==> config.mk <==
export PLATFORM = sky130hd
export DESIGN_NAME = pe_ld_unit_mem_if_flat
export DESIGN_NICKNAME = d
export VERILOG_FILES = /design/src/rtl/pe_ld_unit_mem_if_if.sv /design/src/rtl/pe_ld_unit_mem_if.sv /design/src/flat_wrapper.sv
export SDC_FILE = /design/constraint.sdc
export NUM_CORES = 1
export LEC_CHECK = 0
export ABC_AREA = 1
export BUFFER_PORTS_ARGS = -buffer_cell sky130_fd_sc_hd__buf_2
export CELL_PAD_IN_SITES_DETAIL_PLACEMENT = 0
export CELL_PAD_IN_SITES_GLOBAL_PLACEMENT = 1
export CORE_UTILIZATION = 41
export CTS_CLUSTER_SIZE = 28
export DETAILED_ROUTE_END_ITERATION = 12
export PLACE_DENSITY = 0.74
export SYNTH_ARGS = -nofsm -noshare
export SYNTH_HDL_FRONTEND = slang
export SYNTH_SLANG_ARGS = --single-unit
==> constraint.sdc <==
create_clock -name i_clk -period 2.4 [get_ports i_clk]
set_clock_uncertainty 0.2 [all_clocks]
set_input_delay 0.24 -clock i_clk [delete_from_list [all_inputs] [get_ports i_clk]]
set_output_delay 0.24 -clock i_clk [all_outputs]
set_load 0.02 [all_outputs]
==> src/rtl/pe_ld_unit_mem_if_if.sv <==
// Load-unit bus bundle: decode request, memory read channel, func-unit return and debug credit.
// master = load unit, slave = decode/memory/func-unit environment.
interface pe_ld_unit_mem_if_if #(
  parameter int DATA_W     = 32,
  parameter int ADDR_W     = 10,
  parameter int FIFO_DEPTH = 4
);
  localparam int CNT_W = $clog2(FIFO_DEPTH) + 1;

  logic              ld_req_vld;
  logic [ADDR_W-1:0] ld_req_addr;
  logic              ld_req_rdy;
  logic              mem_rd_en;
  logic [ADDR_W-1:0] mem_rd_addr;
  logic              mem_rd_gnt;
  logic              mem_rd_data_vld;
  logic [DATA_W-1:0] mem_rd_data;
  logic              memory_unit_rdy;
  logic [DATA_W-1:0] ld_data;
  logic              func_unit_rdy;
  logic [CNT_W-1:0]  credit_cnt;

  modport master (
    input  ld_req_vld, ld_req_addr, mem_rd_gnt, mem_rd_data_vld, mem_rd_data, func_unit_rdy,
    output ld_req_rdy, mem_rd_en, mem_rd_addr, memory_unit_rdy, ld_data, credit_cnt
  );

  modport slave (
    output ld_req_vld, ld_req_addr, mem_rd_gnt, mem_rd_data_vld, mem_rd_data, func_unit_rdy,
    input  ld_req_rdy, mem_rd_en, mem_rd_addr, memory_unit_rdy, ld_data, credit_cnt
  );
endinterface

==> src/rtl/pe_ld_unit_mem_if.sv <==
// PE load unit: issues loads to data memory and buffers returns in an in-order credit-limited FIFO.
// Optional macro PE_LD_UNIT_BYPASS_EN: an empty FIFO forwards returning data to ld_data in the same cycle.
//
// state | meaning
// IDLE  | may accept a load while credit_cnt < FIFO_DEPTH
// ISSUE | holding mem_rd_en/mem_rd_addr until mem_rd_gnt
module pe_ld_unit_mem_if #(
  parameter int DATA_W     = 32,
  parameter int ADDR_W     = 10,
  parameter int FIFO_DEPTH = 4
) (
  input logic               i_clk,
  input logic               i_rst_n,
  pe_ld_unit_mem_if_if.master bus
);
  localparam int IDX_W = $clog2(FIFO_DEPTH);
  localparam int PTR_W = IDX_W + 1;
  localparam int CNT_W = IDX_W + 1;

  typedef enum logic [0:0] {S_IDLE, S_ISSUE} state_t;

  state_t            r_state;
  state_t            w_state_nxt;
  logic [ADDR_W-1:0] r_addr;
  logic [CNT_W-1:0]  r_credit;
  logic [PTR_W-1:0]  r_wr_ptr;
  logic [PTR_W-1:0]  r_rd_ptr;
  logic [DATA_W-1:0] r_fifo [FIFO_DEPTH];

  logic              w_empty;
  logic              w_full;
  logic              w_ld_req_rdy;
  logic              w_mem_rd_en;
  logic              w_accept;
  logic              w_consume;
  logic              w_fifo_wr;
  logic              w_fifo_rd;
  logic              w_mu_rdy;
  logic [DATA_W-1:0] w_head;
  logic [DATA_W-1:0] w_ld_data;

  assign w_empty = (r_wr_ptr == r_rd_ptr);
  assign w_full  = (r_wr_ptr[PTR_W-1] != r_rd_ptr[PTR_W-1]) &&
                   (r_wr_ptr[IDX_W-1:0] == r_rd_ptr[IDX_W-1:0]);
  assign w_head  = r_fifo[r_rd_ptr[IDX_W-1:0]];

  always_comb begin
    w_state_nxt  = r_state;
    w_ld_req_rdy = 1'b0;
    w_mem_rd_en  = 1'b0;
    case (r_state)
      S_IDLE: begin
        // Held low during reset even though IDLE with zero credit would otherwise be ready.
        w_ld_req_rdy = i_rst_n && (r_credit < CNT_W'(FIFO_DEPTH));
        if (bus.ld_req_vld && w_ld_req_rdy) w_state_nxt = S_ISSUE;
      end
      S_ISSUE: begin
        w_mem_rd_en = 1'b1;
        if (bus.mem_rd_gnt) w_state_nxt = S_IDLE;
      end
      default: w_state_nxt = S_IDLE;
    endcase
  end

`ifdef PE_LD_UNIT_BYPASS_EN
  logic w_bypass;
  assign w_bypass  = w_empty && bus.mem_rd_data_vld;
  assign w_mu_rdy  = !w_empty || w_bypass;
  assign w_ld_data = !w_empty ? w_head : (w_bypass ? bus.mem_rd_data : '0);
  // A bypassed word consumed on arrival never occupies a FIFO slot.
  assign w_fifo_wr = bus.mem_rd_data_vld && !(w_bypass && bus.func_unit_rdy);
`else
  assign w_mu_rdy  = !w_empty;
  assign w_ld_data = w_empty ? '0 : w_head;
  assign w_fifo_wr = bus.mem_rd_data_vld;
`endif

  assign w_accept  = bus.ld_req_vld && w_ld_req_rdy;
  assign w_consume = bus.func_unit_rdy && w_mu_rdy;
  assign w_fifo_rd = bus.func_unit_rdy && !w_empty;

  always_ff @(posedge i_clk or negedge i_rst_n) begin
    if (!i_rst_n) begin
      r_state  <= S_IDLE;
      r_addr   <= '0;
      r_credit <= '0;
      r_wr_ptr <= '0;
      r_rd_ptr <= '0;
    end else begin
      r_state <= w_state_nxt;
      if (w_accept) r_addr <= bus.ld_req_addr;
      case ({w_accept, w_consume})
        2'b10:   r_credit <= r_credit + CNT_W'(1);
        2'b01:   r_credit <= r_credit - CNT_W'(1);
        default: r_credit <= r_credit;
      endcase
      if (w_fifo_wr) r_wr_ptr <= r_wr_ptr + PTR_W'(1);
      if (w_fifo_rd) r_rd_ptr <= r_rd_ptr + PTR_W'(1);
    end
  end

  // Storage needs no reset: ld_data is forced to zero whenever the FIFO is empty.
  always_ff @(posedge i_clk) begin
    if (w_fifo_wr) r_fifo[r_wr_ptr[IDX_W-1:0]] <= bus.mem_rd_data;
  end

  assign bus.ld_req_rdy      = w_ld_req_rdy;
  assign bus.mem_rd_en       = w_mem_rd_en;
  assign bus.mem_rd_addr     = r_addr;
  assign bus.memory_unit_rdy = w_mu_rdy;
  assign bus.ld_data         = w_ld_data;
  assign bus.credit_cnt      = r_credit;

  a_no_overflow: assert property (@(posedge i_clk) disable iff (!i_rst_n)
    !(w_fifo_wr && w_full && !w_fifo_rd))
    else $error("return buffer overflow");

  a_credit_max: assert property (@(posedge i_clk) disable iff (!i_rst_n)
    r_credit <= CNT_W'(FIFO_DEPTH))
    else $error("credit_cnt above FIFO_DEPTH");

  a_addr_stable: assert property (@(posedge i_clk) disable iff (!i_rst_n)
    (w_mem_rd_en && !bus.mem_rd_gnt) |=> $stable(r_addr))
    else $error("mem_rd_addr changed while waiting for grant");

  a_pop_empty: assert property (@(posedge i_clk) disable iff (!i_rst_n)
    !(bus.func_unit_rdy && !w_mu_rdy))
    else $warning("func_unit_rdy with no head word, ignored");
endmodule
==> src/flat_wrapper.sv <==
// flat-port wrapper written by rule: the top's interface ports become plain ports
module pe_ld_unit_mem_if_flat 
#(
  parameter int DATA_W     = 32,
  parameter int ADDR_W     = 10,
  parameter int FIFO_DEPTH = 4
)
  (i_clk, i_rst_n, bus_ld_req_vld, bus_ld_req_addr, bus_mem_rd_gnt, bus_mem_rd_data_vld, bus_mem_rd_data, bus_func_unit_rdy, bus_ld_req_rdy, bus_mem_rd_en, bus_mem_rd_addr, bus_memory_unit_rdy, bus_ld_data, bus_credit_cnt);
  pe_ld_unit_mem_if_if #(.DATA_W(DATA_W), .ADDR_W(ADDR_W), .FIFO_DEPTH(FIFO_DEPTH)) bus_i ();
  input logic i_clk;
  input logic i_rst_n;
  input wire logic [$bits(bus_i.ld_req_vld)-1:0] bus_ld_req_vld;
  input wire logic [$bits(bus_i.ld_req_addr)-1:0] bus_ld_req_addr;
  input wire logic [$bits(bus_i.mem_rd_gnt)-1:0] bus_mem_rd_gnt;
  input wire logic [$bits(bus_i.mem_rd_data_vld)-1:0] bus_mem_rd_data_vld;
  input wire logic [$bits(bus_i.mem_rd_data)-1:0] bus_mem_rd_data;
  input wire logic [$bits(bus_i.func_unit_rdy)-1:0] bus_func_unit_rdy;
  output wire logic [$bits(bus_i.ld_req_rdy)-1:0] bus_ld_req_rdy;
  output wire logic [$bits(bus_i.mem_rd_en)-1:0] bus_mem_rd_en;
  output wire logic [$bits(bus_i.mem_rd_addr)-1:0] bus_mem_rd_addr;
  output wire logic [$bits(bus_i.memory_unit_rdy)-1:0] bus_memory_unit_rdy;
  output wire logic [$bits(bus_i.ld_data)-1:0] bus_ld_data;
  output wire logic [$bits(bus_i.credit_cnt)-1:0] bus_credit_cnt;
  assign bus_i.ld_req_vld = bus_ld_req_vld;
  assign bus_i.ld_req_addr = bus_ld_req_addr;
  assign bus_i.mem_rd_gnt = bus_mem_rd_gnt;
  assign bus_i.mem_rd_data_vld = bus_mem_rd_data_vld;
  assign bus_i.mem_rd_data = bus_mem_rd_data;
  assign bus_i.func_unit_rdy = bus_func_unit_rdy;
  assign bus_ld_req_rdy = bus_i.ld_req_rdy;
  assign bus_mem_rd_en = bus_i.mem_rd_en;
  assign bus_mem_rd_addr = bus_i.mem_rd_addr;
  assign bus_memory_unit_rdy = bus_i.memory_unit_rdy;
  assign bus_ld_data = bus_i.ld_data;
  assign bus_credit_cnt = bus_i.credit_cnt;
  pe_ld_unit_mem_if #(.DATA_W(DATA_W), .ADDR_W(ADDR_W), .FIFO_DEPTH(FIFO_DEPTH)) u_core (.i_clk(i_clk), .i_rst_n(i_rst_n), .bus(bus_i));
endmodule
== Word-level counts from Yosys, hierarchy flattened ==
Memory sizes are Yosys's and may differ from the RTL's.
Index checks and enable logic that the tools add are counted.
W data, S select, Z words.

* Memories kept: 1
* Register bits: 20
* Output and inout bits: 48
* Bits in writable memories: 128

{| class="wikitable"
|+ Memory list
! memory !! depth !! width !! rd ports !! clocked after Yosys merged registers in !! wr ports !! line !! RTL
|-
| u_core.r_fifo || 4 || 32 || 1 || 0 || 1 || pe_ld_unit_mem_if.sv:28 || <nowiki>logic [DATA_W-1:0] r_fifo [FIFO_DEPTH];</nowiki>
|}

* Magnitude comparators: 1
* Reduce and logical (&&, ||, !) cells: 6
* Eq/ne operators: 3
* Bitwise logic cells: 1
* Muxes and demuxes: 9
* $add $sub $neg: 4

{| class="wikitable"
|+ Operators by type and width
! operator !! count
|-
| $mux W32 || 1
|-
| $add A3 B1 Y3 const B || 3
|-
| $mux W1 || 6
|-
| $pmux W3 S2 || 1
|-
| $logic_and A1 B1 Y1 || 4
|-
| $eq A3 B3 Y1 || 1
|-
| $lt A3 B3 Y1 const B || 1
|-
| $sub A3 B1 Y3 const B || 1
|-
| $eq A2 B1 Y1 const B || 1
|-
| $eq A2 B2 Y1 const B || 1
|-
| $pmux W1 S2 || 1
|-
| $reduce_bool A2 Y1 || 1
|-
| $logic_not A1 Y1 || 1
|-
| $not A1 Y1 || 1
|}

== Longest topological paths before layout ==
* Depth in word-level cells: 6
* Gate-level depth with buffers: 11

== Least setup slack after synthesis ==
No wires, ideal clock.

* Kind: register to register
* From: register u_core.r_rd_ptr[0]
* To: register u_core.r_credit[2], in the netlist u_core.bus.credit_cnt[2]
* Buffers on the path: 1
* Period minus slack after synthesis: 2254 ps
* Data arrival time: 1925 ps
* Setup slack: 146 ps
* Stages on the path, launching flop included: 11
* Path through: dfrtp_1 buf_6 xnor2_4 nand3_4 nand2_2 inv_1 ha_1 fa_1 a21oi_1 o21ai_0 xnor2_1

* Cells in the longest elaborated chain, start to end: 5

{| class="wikitable"
|+ RTL lines
! element !! line !! RTL
|-
| start, declared || pe_ld_unit_mem_if.sv:27 || <nowiki>logic [PTR_W-1:0] r_rd_ptr;</nowiki>
|-
| start signal, assigned || pe_ld_unit_mem_if.sv:98 || <nowiki>if (w_fifo_rd) r_rd_ptr <= r_rd_ptr + PTR_W'(1);</nowiki>
|-
| $eq A3 B3 Y1 * || pe_ld_unit_mem_if.sv:42 || <nowiki>assign w_empty = (r_wr_ptr == r_rd_ptr);</nowiki>
|-
| $logic_not A1 Y1 * || pe_ld_unit_mem_if.sv:73 || <nowiki>assign w_mu_rdy = !w_empty;</nowiki>
|-
| $logic_and A1 B1 Y1 * || pe_ld_unit_mem_if.sv:79 || <nowiki>assign w_consume = bus.func_unit_rdy && w_mu_rdy;</nowiki>
|-
| net u_core.w_consume || pe_ld_unit_mem_if.sv:35 || <nowiki>logic w_consume;</nowiki>
|-
| $eq A2 B1 Y1 / $eq A2 B2 Y1 (equally long branches) || pe_ld_unit_mem_if.sv:92 || <nowiki>case ({w_accept, w_consume})</nowiki>
|-
| $pmux W3 S2 / $reduce_bool A2 Y1 (equally long branches) || n/a ||
|-
| end signal, assigned || pe_ld_unit_mem_if.sv:93 || <nowiki>2'b10: r_credit <= r_credit + CNT_W'(1);</nowiki>
|-
| end signal, assigned || pe_ld_unit_mem_if.sv:94 || <nowiki>2'b01: r_credit <= r_credit - CNT_W'(1);</nowiki>
|-
| end signal, assigned || pe_ld_unit_mem_if.sv:95 || <nowiki>default: r_credit <= r_credit;</nowiki>
|-
| end, declared || pe_ld_unit_mem_if.sv:25 || <nowiki>logic [CNT_W-1:0] r_credit;</nowiki>
|}

The timed path passes the listed nets; every way through them passes the cells marked *.
A chain may end at the register's enable or synchronous reset.

== Worst setup path in the final report ==
* From: register u_core.r_rd_ptr[0]
* To: output bus_ld_data[17]

* Cells in the longest elaborated chain, start to end: 2

{| class="wikitable"
|+ RTL lines
! element !! line !! RTL
|-
| $mem_v2 Z4 W32 / $eq A3 B3 Y1 (equally long branches) || n/a ||
|-
| $mux W32 * || pe_ld_unit_mem_if.sv:74 || <nowiki>assign w_ld_data = w_empty ? '0 : w_head;</nowiki>
|-
| end, declared || flat_wrapper.sv:22 || <nowiki>output wire logic [$bits(bus_i.ld_data)-1:0] bus_ld_data;</nowiki>
|}

Every way passes the cells marked *; elsewhere a longest branch is shown, timed or not.

==> impl_metrics.tcl <==
set metrics [dict create \
    status "complete, no violations" \
    fin_util_pct 56.8 \
    wl_per_cell_um 16.5 \
    max_slew.worst_pin.slew_ns 0.275 \
    cp-start-kind "flip-flop" \
    critPathBufInv 5 \
    num_vias 4181 \
    cp_common_cell "buf_12" \
    antenna_found_initial 0 \
    finalSetupViolations 0 \
    initial_core_util_pct 42.6 \
    crit_slowest_cell "dfrtp_2" \
    die_w_um 123 \
    place.gp.congestion 0.701 \
    multi_input_area_sq_mm 0.00133 \
    dieArea_sq_mm 0.0151 \
    grt_pass1_vias 4136 \
    maxSlewHeadroom_pct 81.7 \
    cts-htree-levels 4 \
    port_buffers 95 \
    worstSetupPathType "flip-flop to output port" \
    fill_cells 1181 \
    grt_first_pass_wirelength_um 21300 \
    clock_latency_ns 0.41 \
    path_delay_family "buffers and inverters" \
    cp_data_required_time_ns 1.96 \
    ff2ff_setup_slack_ns 0.14 \
    die_h_um 123 \
    drc 0 \
    ys_seq_elements 148 \
    clockBufferDepth 2 \
    fmax_ghz 0.441 \
    mostFrequentLayoutCells "edfxtp_1, buf_2, o21ai_0" \
    yosysSeqAreaShare_pct 72.4 \
    synth_warnings 0 \
    fin_nets 707 \
    ir_worst_vdd_mv 0.729 \
    timing.rr.start "u_core.r_rd_ptr[0]" \
    cts-root-buf "clkbuf_16" \
    grt_max_degree 37 \
    worstHoldPathType "input port to asynchronous set/reset pin" \
    end_kind "output port" \
    syn_area_sq_mm 0.00600 \
    reg2reg_depth 10 \
    pin_count 96 \
    grt.overflow.total 0 \
    timing.final.crit_share_pct 94.6 \
    routed_wl_um 14000 \
    drt_iter0_markers 261 \
    cp_data_arrival_time_ns 1.83 \
    syn2layout_area_growth_pct 33.4 \
    finalSetupTns_ns 0 \
    netlist-cell-type-count 24 \
    avgSynthCellArea_sq_um 12.4 \
    dp_hpwl_um 7130 \
    hold_violations 0 \
    reg2reg_to "u_core.bus.credit_cnt[2]" \
    syn_nets 539 \
    final_max_slew_viol_count 0 \
    cts_sinks 148 \
    max_stage_delay_ns 0.44 \
    fin_hold_ws_ns 0.146 \
    clk_pin_slew_worst_paths_ns 0.05 \
    p_leak_nw 3.28 \
    final_common_cell "edfxtp_1" \
    firstDrtPassIters 4 \
    rows 43 \
    seq_area_sq_mm 0.00435 \
    coreArea_sq_mm 0.0141 \
    critPathLaunch "u_core.r_rd_ptr[0]" \
    power_density_mw_per_mm2 1360 \
    crit_chain "buf_12, inv_8, buf_12, o21ai_0, o22ai_1, nand2_1, inv_1, buf_4" \
    antenna_left 0 \
    postSynthCellCount 484 \
    drive_above_1_share_pct 24.5 \
    crit_path_max_fanout 17 \
    cts_tree "yes" \
    track_usage_pct 19.4 \
    vias_per_cell 4.95 \
    insertedDiodeCount 0 \
    max_cap_violations 0 \
    fin_crit_ns 2.27 \
    numCtsBuffers 17 \
]
-- flip-flops by register name (all words and copies together), names as in the netlist --
| signal | flops |
|---|---|
| u_core.bus.credit_cnt | 3 |
| u_core.bus.mem_rd_addr | 10 |
| u_core.r_fifo | 128 |
| u_core.r_rd_ptr | 3 |
| u_core.r_state | 1 |
| u_core.r_wr_ptr | 3 |
-- worst max path at each step --
stage                                     endpoint  slack, ns  depth (start not counted)
after CTS                          bus_ld_data[17]       0.01                          8
after detailed placement  u_core.bus.credit_cnt[2]       0.19                         11
after global routing               bus_ld_data[20]   -0.00009                          8
final                              bus_ld_data[17]       0.13                          8
after global placement    u_core.bus.credit_cnt[2]       0.23                         11
after floorplan           u_core.bus.credit_cnt[2]       0.15                         10
-- Yosys cell counts (all sizes together) --
cell	instances	area, sq um
edfxtp	128	3840
nand2	72	285
o21ai	67	335
nor2	65	244
inv	44	165
o22ai	32	200
dfrtp	20	500
buf	15	118
nand3	14	82.6
clkbuf	12	46.3
ha	6	75.1
xnor2	3	45.1
xor2	3	26.3
a21oi	1	5.00
fa	1	20.0
mux2	1	11.3
-- through the flow --
stage | setup WS, ns | cells | cell area, sq um | total power, W
floorplan | 0.146 | 484 | 6000 | 0.00658
global placement | 0.227 | 751 | 6720 | 0.00789
detailed placement | 0.194 | 751 | 6720 | 0.00796
CTS | 0.0117 | 842 | 7930 | 0.0108
global route | -0.0000930 | 845 | 8010 | 0.0116
finish | 0.130 | 845 | 8010 | 0.0109
-- worst register-to-register path, cell delays in order (launching register included) --
cell and delay (ns):
dfrtp_2 0.44, buf_12 0.15, xnor2_4 0.14, nand3_4 0.10, nand2_2 0.10, inv_1 0.05
ha_1 0.22, fa_1 0.38, a21oi_1 0.12, o21ai_0 0.11, xnor2_1 0.13
-- per-layer routing --
layer,routed length [um],global-route usage [%]
met1,6070,24.0
met4,223,7.68
met5,0,0
met2,7000,32.7
met3,679,4.89
-- where the power goes --
| part | switching (W) | leakage (nW) | internal [W] | total [W] |
|---|---|---|---|---|
| Clock | 0.000961 | 0.266 | 0.00151 | 0.00247 |
| Sequential | 0.000203 | 1.42 | 0.00342 | 0.00362 |
| Combinational | 0.00304 | 1.60 | 0.00173 | 0.00477 |
-- final cells by class --
cell class	instances	area share (%)
clock buffers	21	5.50
clock inverters	11	1.39
inverters	44	2.16
multi-input cells	265	16.6
flip-flops and latches	148	54.3
well taps	180	2.81
repair buffers	176	17.3
-- cells by family after synthesis --
| group | count (synthesis) | share of synthesized area, % |
|---|---|---|
| AO/OA/AOI/OAI | 100 | 9.00 |
| XOR/XNOR | 6 | 1.19 |
| adder cells (fa/ha/maj) | 7 | 1.58 |
| buffers and inverters | 71 | 5.48 |
| flip-flops | 148 | 72.4 |
| multiplexers | 1 | 0.188 |
| AND/OR/NAND/NOR | 151 | 10.2 |
-- repair_timing --
action,CTS,global route
hold buffers,56,0
resized for setup,7,8
endpoints found under the hold margin,165,0
pin swaps,1,2
setup buffers,1,1
setup endpoints to repair,32,18
gates cloned,2,2
(Power assumes the default switching activity.)
